### config.mk
export PLATFORM = sky130hd
export DESIGN_NAME = fetch_unit_flat
export DESIGN_NICKNAME = d
export VERILOG_FILES = /design/src/rtl/fetch_unit_if.sv /design/src/rtl/fetch_unit.sv /design/src/flat_wrapper.sv
export SDC_FILE = /design/constraint.sdc
export NUM_CORES = 1
export LEC_CHECK = 0
export CORE_MARGIN = 2
export CORE_UTILIZATION = 55
export DETAILED_ROUTE_END_ITERATION = 10
export PLACE_DENSITY_LB_ADDON = 0.3
export SKIP_LAST_GASP = 1
export SLEW_MARGIN = 5
export SYNTH_ARGS = -nofsm -noshare
export SYNTH_HDL_FRONTEND = slang
export SYNTH_SLANG_ARGS = --single-unit
### constraint.sdc
create_clock -name clk -period 22 [get_ports clk]
set_input_delay 3.3 -clock clk [delete_from_list [all_inputs] [get_ports clk]]
set_output_delay 3.3 -clock clk [all_outputs]
set_load 0.02 [all_outputs]
### src/rtl/fetch_unit_if.sv
// Handshake/bus bundle for the fetch stage: instruction-memory read port,
// redirect input, decoder-facing valid/ready output and the stop flag.
interface fetch_unit_if #(
   parameter int XLEN = 64
);
   logic            imem_req;
   logic [XLEN-1:0] imem_addr;
   logic [31:0]     imem_rdata;
   logic            redirect;
   logic [XLEN-1:0] redirect_pc;
   logic            out_valid;
   logic            out_ready;
   logic [31:0]     out_instr;
   logic [XLEN-1:0] out_pc;
   logic            stop;

   // Fetch-unit side
   modport master (
      output imem_req, imem_addr, out_valid, out_instr, out_pc, stop,
      input  imem_rdata, redirect, redirect_pc, out_ready
   );

   // Environment side (memory, branch logic, decoder)
   modport slave (
      input  imem_req, imem_addr, out_valid, out_instr, out_pc, stop,
      output imem_rdata, redirect, redirect_pc, out_ready
   );
endinterface

### src/rtl/fetch_unit.sv
// Instruction fetch stage: owns the fetch PC, issues word reads to a
// 1-cycle-latency instruction memory, buffers {instr, pc} in a small
// circular FIFO and hands them to the decoder over valid/ready.
module fetch_unit #(
   parameter int              XLEN      = 64,
   parameter int              DEPTH     = 2,
   parameter int              NUM_INSTR = 15,
   parameter logic [XLEN-1:0] RESET_PC  = {XLEN{1'b0}}
) (
   input  logic         clk,
   input  logic         rst,
   fetch_unit_if.master bus
);
   localparam int PW = (DEPTH > 1) ? $clog2(DEPTH) : 1;
   localparam int CW = $clog2(DEPTH + 1);
   localparam int OW = CW + 1;
   localparam int AW = XLEN - 2;

   logic [XLEN-1:0] fetch_pc_r;
   logic [XLEN-1:0] inflight_pc_r;
   logic            inflight_r;
   logic            stop_r;
   logic [31:0]     buf_instr_r [DEPTH];
   logic [XLEN-1:0] buf_pc_r    [DEPTH];
   logic [PW-1:0]   head_r;
   logic [PW-1:0]   tail_r;
   logic [CW-1:0]   count_r;

   logic            valid_s;
   logic            pop_s;
   logic            in_range_s;
   logic [OW-1:0]   occupancy_s;
   logic            issue_s;
   logic            capture_s;
   logic            stop_cond_s;
   logic [XLEN-1:0] target_s;
   logic            target_in_range_s;

   // Advance a FIFO pointer modulo DEPTH
   function automatic logic [PW-1:0] next_ptr(input logic [PW-1:0] p);
      logic [PW-1:0] n;
      if (p == PW'(DEPTH - 1)) begin
         n = {PW{1'b0}};
      end else begin
         n = p + PW'(1);
      end
      return n;
   endfunction

   // Issue/capture/pop decisions derived from registered state and inputs
   always_comb begin
      valid_s           = (count_r != {CW{1'b0}});
      pop_s             = valid_s & bus.out_ready;
      in_range_s        = (fetch_pc_r[XLEN-1:2] < AW'(NUM_INSTR));
      // Slots already committed (buffered + in flight) once this cycle's pop leaves
      occupancy_s       = OW'(count_r) + OW'(inflight_r) - OW'(pop_s);
      issue_s           = !rst & !bus.redirect & in_range_s & (occupancy_s < OW'(DEPTH));
      capture_s         = inflight_r & !bus.redirect;
      stop_cond_s       = !in_range_s & !valid_s & !inflight_r;
      target_s          = bus.redirect_pc & {{AW{1'b1}}, 2'b00};
      target_in_range_s = (target_s[XLEN-1:2] < AW'(NUM_INSTR));
   end

   // Drive the bus outputs from the FIFO head and registered flags
   always_comb begin
      bus.imem_req  = issue_s;
      bus.imem_addr = fetch_pc_r;
      bus.out_valid = valid_s;
      bus.out_instr = buf_instr_r[head_r];
      bus.out_pc    = buf_pc_r[head_r];
      bus.stop      = stop_r;
   end

   // Fetch PC, in-flight tracking, FIFO storage/pointers and stop flag
   always_ff @(posedge clk or posedge rst) begin
      if (rst) begin
         fetch_pc_r    <= RESET_PC;
         inflight_pc_r <= {XLEN{1'b0}};
         inflight_r    <= 1'b0;
         stop_r        <= 1'b0;
         head_r        <= {PW{1'b0}};
         tail_r        <= {PW{1'b0}};
         count_r       <= {CW{1'b0}};
         for (int i = 0; i < DEPTH; i++) begin
            buf_instr_r[i] <= 32'h0000_0000;
            buf_pc_r[i]    <= {XLEN{1'b0}};
         end
      end else if (bus.redirect) begin
         // Flush everything; the response of any in-flight read is dropped.
         // The buffer will be empty and idle, so stop follows the target alone.
         fetch_pc_r <= target_s;
         inflight_r <= 1'b0;
         head_r     <= {PW{1'b0}};
         tail_r     <= {PW{1'b0}};
         count_r    <= {CW{1'b0}};
         stop_r     <= !target_in_range_s;
      end else begin
         stop_r <= stop_cond_s;
         if (pop_s) begin
            head_r <= next_ptr(head_r);
         end else begin
            head_r <= head_r;
         end
         if (capture_s) begin
            buf_instr_r[tail_r] <= bus.imem_rdata;
            buf_pc_r[tail_r]    <= inflight_pc_r;
            tail_r              <= next_ptr(tail_r);
         end else begin
            tail_r <= tail_r;
         end
         count_r <= count_r + CW'(capture_s) - CW'(pop_s);
         if (issue_s) begin
            inflight_r    <= 1'b1;
            inflight_pc_r <= fetch_pc_r;
            fetch_pc_r    <= fetch_pc_r + XLEN'(4);
         end else begin
            inflight_r <= 1'b0;
         end
      end
   end
endmodule

### src/flat_wrapper.sv
// flat-port wrapper written by rule: the top's interface ports become plain ports
module fetch_unit_flat 
#(
   parameter int              XLEN      = 64,
   parameter int              DEPTH     = 2,
   parameter int              NUM_INSTR = 15,
   parameter logic [XLEN-1:0] RESET_PC  = {XLEN{1'b0}}
)
  (clk, rst, bus_imem_req, bus_imem_addr, bus_out_valid, bus_out_instr, bus_out_pc, bus_stop, bus_imem_rdata, bus_redirect, bus_redirect_pc, bus_out_ready);
  fetch_unit_if #(.XLEN(XLEN)) bus_i ();
  input  logic clk;
  input  logic rst;
  output wire logic [$bits(bus_i.imem_req)-1:0] bus_imem_req;
  output wire logic [$bits(bus_i.imem_addr)-1:0] bus_imem_addr;
  output wire logic [$bits(bus_i.out_valid)-1:0] bus_out_valid;
  output wire logic [$bits(bus_i.out_instr)-1:0] bus_out_instr;
  output wire logic [$bits(bus_i.out_pc)-1:0] bus_out_pc;
  output wire logic [$bits(bus_i.stop)-1:0] bus_stop;
  input wire logic [$bits(bus_i.imem_rdata)-1:0] bus_imem_rdata;
  input wire logic [$bits(bus_i.redirect)-1:0] bus_redirect;
  input wire logic [$bits(bus_i.redirect_pc)-1:0] bus_redirect_pc;
  input wire logic [$bits(bus_i.out_ready)-1:0] bus_out_ready;
  assign bus_imem_req = bus_i.imem_req;
  assign bus_imem_addr = bus_i.imem_addr;
  assign bus_out_valid = bus_i.out_valid;
  assign bus_out_instr = bus_i.out_instr;
  assign bus_out_pc = bus_i.out_pc;
  assign bus_stop = bus_i.stop;
  assign bus_i.imem_rdata = bus_imem_rdata;
  assign bus_i.redirect = bus_redirect;
  assign bus_i.redirect_pc = bus_redirect_pc;
  assign bus_i.out_ready = bus_out_ready;
  fetch_unit #(.XLEN(XLEN), .DEPTH(DEPTH), .NUM_INSTR(NUM_INSTR), .RESET_PC(RESET_PC)) u_core (.clk(clk), .rst(rst), .bus(bus_i));
endmodule
==> key figures, run 1 <==
Job
  – Max Cap Violations: 0

Detailed routing
  – Wire length per cell: 18.9 µm
  – Wire length after detailed routing: between 20 and 30 mm
  – Ratio of routed vias to standard cells: 5.44
  – Iter 0 DRT Violations: around 360
  – Overall via count from detail_route: slightly below 8000
  – Post-detailed-route count of antenna-violating nets: 0
  – Drt first pass iters: 5
  – Drc violations: 0

Clocking
  – Max H-tree Level: 2
  – Resized Gates After CTS: 0
  – Number of CTS-inserted buffers: 34
  – Root buffer selected by CTS: clkbuf_16
  – Buffers inserted by post-CTS timing repair: 0
  – Clock sink total: roughly 320
  – Maximum root-to-sink buffer count: 3
  – Worst-path clk slew: about 0.050 ns
  – Clock insertion delay at the later pin of the skew report: 0.50 ns
  – TritonCTS clock tree: yes
  – Hold-fix buffer count after cts: 0

STA
  – RSZ-0062 raised after global routing: false
  – Fin. max-slew vios: 0
  – Total negative slack for setup checks: 0 ns
  – Post-layout min period: between 10 and 15 ns
  – Fin. Hold Viols: 0
  – # setup viols final: 0
  – Fmax: 99.1 MHz
  – Clock Skew: ~0.014 ns
  – Tcrit/Tclk final: 0.459
  – Relative slew slack: 0.357
  – Worst-Margin Slew: 0.964 ns

Placed design
  – Gp weighted congestion: between 0.8 and 0.9
  – Placed cell area: approximately 16000 µm²
  – HPWL after detailed placement: between 15 and 20 mm
  – Count of port buffers added during placement: 256

Final layout
  – Layout cell share with drive strength beyond 1: 0.372
  – Net count reported at finish: about 1200
  – Final non-filler cell area: 17000 µm²
  – Antenna diode count: 0
  – Growth of design area from synthesis to finish: 30.1%

Setup path
  – Critical path, cell by cell: clkdlybuf4s50_1 > and2_1 > ha_1 > nor2_1 > fa_1 > nor4_2 > nand2_4 > inv_1 > clkdlybuf4s50_1
  – Crit Path Category: in2out
  – FF-to-FF setup slack: about 18 ns
  – Critical Path Source: bus_out_ready
  – CP most frequent cell: clkdlybuf4s50_1
  – Required @ worst endpoint: 18.70 ns
  – Category of the worst setup path launch point: input pin
  – Source of the worst register-to-register timing path: u_core.count_r[1]
  – Library cell contributing the largest single delay on the critical path: nor4_2
  – Critical path endpoint category: output port
  – Worst Path Max Fanout: 60
  – Delay of the slowest critical-path stage: 0.69 ns
  – Arrival time of data at the critical path endpoint: 6.79 ns

Yosys
  – Count of cell types in the netlist: 35
  – Top cells by area, synth: dfrtp_1 (61%), mux2_2 (30%), and2_1 (2.3%)
  – Number of instances in the synthesized netlist: roughly 860
  – Avg Cell Area, Syn: approximately 15 µm²
  – Number of storage elements in the synthesis netlist: 318
  – Yosys warning count: 0
  – Post-synth EDFFs: 0
  – Fraction of synthesized cell area taken by the top area cell type: 0.608
  – Combined area of all synthesized cells: 13100 µm²
  – Sequential fraction of the synthesis area: 0.608
  – Prevailing post-synth register cell: dfrtp_1
  – Asr flop ratio synth: 1.00
  – Post-synthesis cell type with the largest combined area: dfrtp_1

Global routing
  – Global-route total usage across every layer: 0.227
  – Antenna violations before repair: 0
  – First-pass GRT wire length: between 40 and 50 mm
  – Total global routing overflow: 0
  – Pin count of the biggest net entering global routing: between 100 and 150
  – Number of global-route vias before repair: approximately 8500

Power
  – Total net switching power: a little over 300 µW
  – Fraction of power consumed by combinational cells: 0.109
  – Internal power: 1.03 mW
  – IR drop worst, VDD: between 70 and 80 µV
  – Part of the power in registers: 0.463
  – Leakage power of the design: about 8.0 nW
  – Part of the total power dissipated in the clock network: 0.428
  – Power per cell area: 78.5 nW/µm²
  – Fraction of power spent switching nets: 0.231

Status
  – Outcome: completed

Die
  – Count of boundary I/O pins: between 200 and 300
  – # rows: 56
  – Vertical die dimension: ~160 µm
  – Total core area: approximately 23000 µm²
  – Floorplan die width: between 150 and 200 µm
  – Floorplan die area: around 25000 µm²
  – Initial Utilization: 0.560

Min path
  – Class of the tightest hold or removal check: reg2reg
  – Worst Min Path Start: u_core.buf_instr_r[30]
## worst max-delay path, delay by kind of cell
family / cells / cell delay (ns)
buffers and inverters: 3 / 1.25
adder cells (fa/ha/maj): 2 / 0.68
AND/OR/NAND/NOR: 4 / 1.54
## per-layer routing
metal	wire [µm]	up-vias	GRT usage
li1	-	3584	-
met4	964	0	0.0897
met3	2000	66	0.0634
met2	13200	220	0.369
met1	11400	4061	0.290
met5	0	-	0
## power by group through the flow
stage                     Sequential (mW)  Combinational [mW]  Clock, mW
after global placement              0.629               0.145          0
after CTS                           0.620               0.148      0.583
final                               0.620               0.146      0.572
after floorplan                     0.636              0.0685          0
after global routing                0.622               0.157      0.610
after detailed placement            0.630               0.146          0
## final timing paths
path / end / depth (start not counted)
max in group asynchronous: u_core.buf_instr_r[47] / 3
worst max-delay path: bus_imem_req / 9
worst min register to register: u_core.buf_instr_r[30] / 1
min in group asynchronous: u_core.bus.imem_addr[26] / 2
worst max register to register: u_core.inflight_pc_r[3] / 10
worst min-delay path: u_core.buf_instr_r[30] / 1
## sequential cells by signal (all words and copies together) (netlist names)
name,count
u_core.buf_instr_r,64
u_core.buf_pc_r,124
u_core.bus.imem_addr,62
u_core.bus.stop,1
u_core.count_r,2
u_core.head_r,1
u_core.inflight_pc_r,62
u_core.inflight_r,1
u_core.tail_r,1
## cell families after synthesis
family                   count (synthesis)  share of synthesized area
AO/OA/AOI/OAI                            7                    0.00430
flip-flops                             318                      0.608
buffers and inverters                   59                     0.0205
multiplexers                           345                      0.297
other                                    1                   0.000286
adder cells (fa/ha/maj)                  5                    0.00535
AND/OR/NAND/NOR                        124                     0.0620
XOR/XNOR                                 5                    0.00334
## area by class of cell
class | instances | area [µm²]
clock buffers | 49 | 1010
clock inverters | 8 | 115
fillers | 1571 | 6360
inverters | 10 | 45.0
multi-input cells | 490 | 4890
flip-flops and latches | 318 | 7960
well taps | 319 | 399
repair buffers | 264 | 2620
## cells in the final DEF (no fill, tap or decap), drive strengths merged, types with 3 or more instances in the layout
| master | n |
|---|---|
| and2 | 59 |
| buf | 9 |
| bufinv | 3 |
| clkbuf | 49 |
| clkdlybuf4s50 | 255 |
| clkinv | 5 |
| conb | 4 |
| dfrtp | 318 |
| ha | 4 |
| inv | 10 |
| mux2 | 344 |
| nand2 | 7 |
| nand3 | 3 |
| nand4 | 11 |
| nor2 | 8 |
| nor4 | 30 |
| xnor2 | 4 |
## per-stage QoR
stage	power [mW]	worst slack, ns	hold WS (ns)	std cells	utilization
finish	1.34	11.91	0.498	1458	0.728
global route	1.39	11.63	0.512	1458	0.728
CTS	1.35	11.91	0.501	1458	0.728
detailed placement	0.776	11.95	0.487	1401	0.680
global placement	0.775	11.93	0.481	1401	0.680
floorplan	0.705	9.90	0.466	867	-
## cells in the mapped netlist (all sizes together) (2+ instances only)
cell type / count
mux2: 344
dfrtp: 318
and2: 59
nor4: 30
clkbuf: 25
buf: 24
nand4: 11
inv: 10
nor2: 8
nand2: 7
ha: 4
xnor2: 4
nand3: 3
a311o: 2
nand2b: 2
o21ai: 2
o41ai: 2
Note: power is estimated with default switching activity, not from simulation.
==> run 2: changes to the inputs <==
Settings changed: CORE_UTILIZATION 55 to 52.
Clock period 22 ns to 9.36 ns, I/O delays scaled along.
==> key figures, run 2 (synthesized netlist as in run 1, its figures left out) <==
Global routing
  – Pin count of the biggest net entering global routing: 185 (was 112)
  – Number of global-route vias before repair: 8450 (was 8503)
  – First-pass GRT wire length: 44.0 mm (was 44.7 mm)
  – Antenna violations before repair: 0 (unchanged)
  – Global-route total usage across every layer: 0.209 (was 0.227)
  – Total global routing overflow: 0 (unchanged)

Final layout
  – Growth of design area from synthesis to finish: 30.9% (was 30.1%)
  – Layout cell share with drive strength beyond 1: 0.375 (was 0.372)
  – Net count reported at finish: 1223 (unchanged)
  – Antenna diode count: 0 (unchanged)
  – Regs by FF count: u_core.buf_pc_r x124, u_core.buf_instr_r x64 (unchanged)
  – Most frequent standard cell in the layout excluding fill and tap cells: mux2_2 (unchanged)
  – Max reg flops: 124 (unchanged)
  – Filler cell count: 1778 (was 1571)
  – Most frequent cells in the layout: mux2_2 (344), dfrtp_1 (317), clkdlybuf4s50_1 (255) (unchanged)
  – Area used by multi-input combinational logic: 4890 µm² (unchanged)
  – Area used by sequential logic in the layout: 7960 µm² (unchanged)
  – Register containing the most flip-flops in the final layout: u_core.buf_pc_r (unchanged)

STA
  – Fin. Hold Viols: 0 (unchanged)
  – Fin. max-slew vios: 0 (unchanged)
  – Post-layout min period: approximately 6.2 ns
  – Relative slew slack: 0.291 (was 0.357)
  – RSZ-0062 raised after global routing: false (unchanged)
  – Tcrit/Tclk final: 0.667
  – Worst Setup Slack, final: 3.12 ns (was 11.91 ns)
  – Total negative slack for setup checks: 0 ns (unchanged)
  – # setup viols final: 0 (unchanged)
  – Fmax: 160 MHz
  – Clock Skew: 0.0102 ns (was 0.0145 ns)
  – Worst-Margin Slew: 1.06 ns (was 0.964 ns)

Setup path
  – Crit Path Category: in2out (unchanged)
  – Arrival time of data at the critical path endpoint: 4.84 ns (was 6.79 ns)
  – Worst Reg-to-Reg Cells: 10 (unchanged)
  – Worst Path Max Fanout: 60 (unchanged)
  – Critical path endpoint category: output port (unchanged)
  – Required @ worst endpoint: 7.96 ns (was 18.70 ns)
  – Category of the worst setup path launch point: input pin (unchanged)

Power
  – Power per cell area: 187 nW/µm² (was 78.5 nW/µm²)
  – IR drop worst, VDD: 139 µV (was 73.6 µV)
  – Internal power: 2.47 mW (was 1.03 mW)
  – Fraction of power consumed by combinational cells: 0.106 (was 0.109)
  – Post-route total power: 3.21 mW (was 1.34 mW)
  – Fraction of power spent switching nets: 0.229 (was 0.231)
  – Leakage power of the design: 8.04 nW (was 8.01 nW)
  – Part of the power in registers: 0.454 (was 0.463)
  – Total net switching power: 736 µW (was 309 µW)
  – Part of the total power dissipated in the clock network: 0.440 (was 0.428)

Clocking
  – Buffers inserted by post-CTS timing repair: 0 (unchanged)
  – Resized Gates After CTS: 0 (unchanged)
  – TritonCTS clock tree: yes (unchanged)
  – Max H-tree Level: 2 (unchanged)
  – Clock sink total: 318 (unchanged)
  – Clock insertion delay at the later pin of the skew report: 0.51 ns (was 0.50 ns)
  – Number of CTS-inserted buffers: 35 (was 34)
  – Worst-path clk slew: 0.06 ns (was 0.05 ns)
  – Hold-fix buffer count after cts: 0 (unchanged)
  – Maximum root-to-sink buffer count: 3 (unchanged)
  – Root buffer selected by CTS: clkbuf_16 (unchanged)

Detailed routing
  – Overall via count from detail_route: 7755 (was 7931)
  – Post-detailed-route count of antenna-violating nets: 0 (unchanged)
  – Ratio of routed vias to standard cells: 5.26 (was 5.44)
  – Drc violations: 0 (unchanged)
  – Wire length per cell: 18.4 µm (was 18.9 µm)
  – Drt first pass iters: 4 (was 5)
  – Iter 0 DRT Violations: 389 (was 364)
  – Wire length after detailed routing: 27.2 mm (was 27.6 mm)

Die
  – Floorplan die width: 163 µm (was 158 µm)
  – # rows: 58 (was 56)
  – Count of boundary I/O pins: 263 (unchanged)
  – Initial Utilization: 0.525 (was 0.560)
  – Vertical die dimension: 163 µm (was 158 µm)
  – Total core area: 25000 µm² (was 23400 µm²)
  – Floorplan die area: 26500 µm² (was 25100 µm²)

Job
  – Max Cap Violations: 0 (unchanged)

Min path
  – Class of the tightest hold or removal check: reg2reg (unchanged)
  – Cells on Worst Hold Path: 1 (unchanged)

Placed design
  – Count of port buffers added during placement: 256 (unchanged)
  – Place WS: 3.09 ns (was 11.95 ns)
  – Gp weighted congestion: 0.831 (was 0.833)
  – HPWL after detailed placement: 17.0 mm (was 17.4 mm)

Status
  – Outcome: completed (unchanged)
## run 2: cell count changes in the layout (fill, tap and decap cells not counted), sizes merged
| cell | change |
|---|---|
| buf | -1 |
| clkbuf | +6 |
| clkinv | -1 |
| clkinvlp | +2 |
| inv | -1 |
## run 2: final timing paths
kind / start / endpoint / slack [ns]
hold reg to reg: u_core.buf_instr_r[18] / u_core.buf_instr_r[18] / 0.50
max in group asynchronous: rst / u_core.buf_pc_r[12] / 6.22
setup / recovery: bus_out_ready / bus_imem_req / 3.12
hold / removal: u_core.buf_instr_r[18] / u_core.buf_instr_r[18] / 0.50
setup reg to reg: u_core.count_r[1] / u_core.inflight_pc_r[2] / 5.70
min in group asynchronous: rst / u_core.inflight_pc_r[2] / 1.54
## run 2: cell type report
cell class	count	area share
sequential	318	0.464
multi-input combinational	490	0.285
timing repair buffer	263	0.153
clock buffer	55	0.0638
tap	330	0.0241
clock inverter	8	0.00686
inverter	10	0.00241
## run 2: critical path, cell delays in order
cell and delay [ns]:
clkdlybuf4s50_1 0.44, and2_1 0.17, ha_1 0.24, nor2_1 0.12, fa_1 0.44, nor4_2 0.67
nand2_4 0.55, inv_1 0.16, clkdlybuf4s50_1 0.61
## run 2: power groups by stage
stage	clock, mW	combinational, mW	sequential (mW)
final	1.41	0.340	1.46
after floorplan	0	0.161	1.50
after global placement	0	0.341	1.48
after global routing	1.51	0.365	1.46
after detailed placement	0	0.343	1.48
after CTS	1.45	0.345	1.46
## run 2: metrics by stage
step,instances,util,cell area [µm²],hold WS [ns]
final,1474,0.687,17100,0.499
after global routing,1474,0.687,17100,0.512
after CTS,1474,0.687,17100,0.500
after detailed placement,1411,0.638,15900,0.487
after global placement,1411,0.638,15900,0.481
after floorplan,867,-,13100,0.466
## run 2: metal layers
| layer | GRT usage | part of all wire |
|---|---|---|
| met2 | 0.340 | 0.48 |
| met3 | 0.0654 | 0.068 |
| met4 | 0.0680 | 0.027 |
| met5 | 0 | 0 |
| met1 | 0.267 | 0.43 |
==> run 3: changes to the inputs <==
Settings changed: CORE_UTILIZATION 52 to 47.
Clock period 9.36 ns to 5.5 ns, I/O delays scaled along.
==> key figures, run 3 (synthesized netlist as in run 1, its figures left out) <==
Final layout
  – Most frequent standard cell in the layout excluding fill and tap cells: mux2_2 (unchanged)
  – Net count reported at finish: 1228 (was 1223)
  – Most frequent cells in the layout: mux2_2 (344), dfrtp_1 (317), clkdlybuf4s50_1 (255) (unchanged)
  – Antenna diode count: 0 (unchanged)
  – Filler cell count: 2146 (was 1778)
  – Max reg flops: 124 (unchanged)
  – Growth of design area from synthesis to finish: 31.1% (was 30.9%)
  – Register containing the most flip-flops in the final layout: u_core.buf_pc_r (unchanged)
  – Regs by FF count: u_core.buf_pc_r x124, u_core.buf_instr_r x64 (unchanged)
  – Layout cell share with drive strength beyond 1: 0.376 (was 0.375)

Status
  – Outcome: completed (unchanged)

Placed design
  – Gp weighted congestion: 0.806 (was 0.831)
  – Count of port buffers added during placement: 256 (unchanged)
  – HPWL after detailed placement: 17.5 mm (was 17.0 mm)

Power
  – Leakage power of the design: 8.03 nW (was 8.04 nW)
  – Post-route total power: 5.32 mW (was 3.21 mW)
  – Part of the total power dissipated in the clock network: 0.424 (was 0.440)
  – IR drop worst, VDD: 240 µV (was 139 µV)
  – Total net switching power: 1.23 mW (was 736 µW)
  – Power per cell area: 310 nW/µm² (was 187 nW/µm²)
  – Part of the power in registers: 0.469 (was 0.454)
  – Internal power: 4.09 mW (was 2.47 mW)
  – Fraction of power consumed by combinational cells: 0.107 (was 0.106)
  – Fraction of power spent switching nets: 0.231 (was 0.229)

Detailed routing
  – Uppermost signal routing layer after detailed routing: met4 (unchanged)
  – Ratio of routed vias to standard cells: 5.11 (was 5.26)
  – Post-detailed-route count of antenna-violating nets: 0 (unchanged)
  – Overall via count from detail_route: 7780 (was 7755)
  – Metal-1 WL: 11.9 mm (was 11.6 mm)
  – Iter 0 DRT Violations: 300 (was 389)
  – Drt first pass iters: 4 (unchanged)
  – Wire length per cell: 17.9 µm (was 18.4 µm)
  – Drc violations: 0 (unchanged)
  – Met3 wire length: 1.66 mm (was 1.84 mm)
  – Met2 layer wire length in the routed design: 13.2 mm (was 12.9 mm)
  – Wire length after detailed routing: 27.3 mm (was 27.2 mm)

Setup path
  – Source of the worst register-to-register timing path: u_core.count_r[1] (unchanged)
  – Crit path max-delay family: buffers and inverters (was simple AND/OR/NAND/NOR gates)
  – Required @ worst endpoint: 4.68 ns (was 7.96 ns)
  – Category of the worst setup path launch point: input pin (unchanged)
  – Worst Path Max Fanout: 8 (was 60)
  – Critical path, cell by cell: clkdlybuf4s50_1 > and2_1 > ha_1 > nor2_1 > fa_1 > nor4_2 > buf_4 > nand2_4 > inv_1 > clkdlybuf4s50_1 (was clkdlybuf4s50_1 > and2_1 > ha_1 > nor2_1 > fa_1 > nor4_2 > nand2_4 > inv_1 > clkdlybuf4s50_1)
  – Endpoint of the worst-slack reg-to-reg timing path: u_core.inflight_pc_r[4] (was u_core.inflight_pc_r[2])
  – Critical path endpoint category: output port (unchanged)
  – Library cell contributing the largest single delay on the critical path: clkdlybuf4s50_1 (was nor4_2)
  – CP most frequent cell: clkdlybuf4s50_1 (unchanged)
  – Bufs and invs on worst path: 4 (was 3)
  – Arrival time of data at the critical path endpoint: 3.50 ns (was 4.84 ns)
  – Delay of the slowest critical-path stage: 0.70 ns (was 0.67 ns)
  – FF-to-FF setup slack: 2.39 ns (was 5.70 ns)
  – Crit Path Category: in2out (unchanged)
  – Worst Reg-to-Reg Cells: 12 (was 10)

Clocking
  – Clock insertion delay at the later pin of the skew report: 0.51 ns (about the same)
  – TritonCTS clock tree: yes (unchanged)
  – Number of CTS-inserted buffers: 35 (unchanged)
  – Worst-path clk slew: 0.05 ns (was 0.06 ns)
  – Resized Gates After CTS: 0 (unchanged)
  – Clock sink total: 318 (unchanged)
  – Maximum root-to-sink buffer count: 3 (unchanged)
  – Root buffer selected by CTS: clkbuf_16 (unchanged)
  – Buffers inserted by post-CTS timing repair: 0 (unchanged)
  – Hold-fix buffer count after cts: 0 (unchanged)
  – Max H-tree Level: 2 (unchanged)

Global routing
  – Number of global-route vias before repair: 8139 (was 8450)
  – Total global routing overflow: 0 (unchanged)
  – Global-route total usage across every layer: 0.186 (was 0.209)
  – Antenna violations before repair: 0 (unchanged)
  – First-pass GRT wire length: 43.2 mm (was 44.0 mm)
  – Pin count of the biggest net entering global routing: 136 (was 185)

Min path
  – Hold-critical path endpoint: u_core.buf_pc_r[7] (was u_core.buf_instr_r[18])
  – Class of the tightest hold or removal check: reg2reg (unchanged)
  – Cells on Worst Hold Path: 1 (unchanged)
  – Worst Min Path Start: u_core.buf_pc_r[7] (was u_core.buf_instr_r[18])

Die
  – Vertical die dimension: 171 µm (was 163 µm)
  – Total core area: 27600 µm² (was 25000 µm²)
  – Initial Utilization: 0.474 (was 0.525)
  – Floorplan die width: 171 µm (was 163 µm)
  – # rows: 61 (was 58)
  – Count of boundary I/O pins: 263 (unchanged)
  – Floorplan die area: 29200 µm² (was 26500 µm²)

STA
  – Fmax: between 200 and 250 MHz
  – Fin. max-slew vios: 0 (unchanged)
  – Worst-Margin Slew: 1.12 ns (was 1.06 ns)
  – Total negative slack for setup checks: 0 ns (unchanged)
  – RSZ-0062 raised after global routing: false (unchanged)
  – # setup viols final: 0 (unchanged)
  – Clock Skew: 0.0215 ns (was 0.0102 ns)
  – Post-layout min period: 4.32 ns
  – Relative slew slack: 0.253 (was 0.291)
  – Fin. Hold Viols: 0 (unchanged)
  – Tcrit/Tclk final: 0.786

Job
  – Max Cap Violations: 0 (unchanged)
==> run 3: layout make-up <==
cell class / instances / area (µm²) / area share
inverter: 10 / 41.3 / 0.00241
clock inverter: 10 / 103 / 0.00598
tap: 378 / 473 / 0.0276
multi-input combinational: 490 / 4890 / 0.285
clock buffer: 49 / 1020 / 0.0595
sequential: 318 / 7960 / 0.464
timing repair buffer: 268 / 2670 / 0.156
==> run 3: how the worst max path moves through the flow <==
| stage | start | end | slack, ns | depth (start not counted) |
|---|---|---|---|---|
| 6_report | bus_out_ready | bus_imem_req | 1.18 | 10 |
| 5_1_grt | bus_out_ready | bus_imem_req | 1.03 | 10 |
| 4_1_cts | bus_out_ready | bus_imem_req | 1.18 | 10 |
| 3_5_place_dp | bus_out_ready | bus_imem_req | 1.18 | 10 |
| 3_3_place_gp | bus_out_ready | bus_imem_req | 1.19 | 10 |
| 2_1_floorplan | rst | u_core.buf_instr_r[0] | 0.44 | 1 |
==> run 3: power by group through the flow <==
| stage | combinational [mW] | clock [mW] | sequential (mW) |
|---|---|---|---|
| after floorplan | 0.274 | 0 | 2.55 |
| after global placement | 0.571 | 0 | 2.54 |
| after detailed placement | 0.574 | 0 | 2.54 |
| after CTS | 0.577 | 2.33 | 2.50 |
| after global routing | 0.609 | 2.43 | 2.51 |
| final | 0.568 | 2.26 | 2.50 |
==> run 3: worst reg2reg max path: cells and delay by family, from the launching register on <==
family / cells / cell delay [ns]
buffers and inverters: 4 / 0.82
adders and majority gates: 2 / 0.71
and+or+nand+nor: 5 / 0.70
DFF: 1 / 0.42
muxes: 1 / 0.35
==> run 3: per-layer routing <==
layer | global-route usage | vias up
met4 | 0.0483 | 0
met1 | 0.245 | 3965
li1 | - | 3586
met5 | 0 | -
met2 | 0.311 | 193
met3 | 0.0470 | 36
==> run 3: stage by stage <==
| stage | setup slack [ns] | utilization | cell area (µm²) | hold slack, ns | instances |
|---|---|---|---|---|---|
| 6_report | 1.18 | 0.621 | 17200 | 0.498 | 1523 |
| 2_1_floorplan | 0.436 | - | 13100 | 0.466 | 867 |
| 3_3_place_gp | 1.19 | 0.581 | 16000 | 0.481 | 1464 |
| 4_1_cts | 1.18 | 0.621 | 17200 | 0.500 | 1523 |
| 3_5_place_dp | 1.18 | 0.581 | 16000 | 0.487 | 1464 |
| 5_1_grt | 1.03 | 0.621 | 17200 | 0.509 | 1523 |
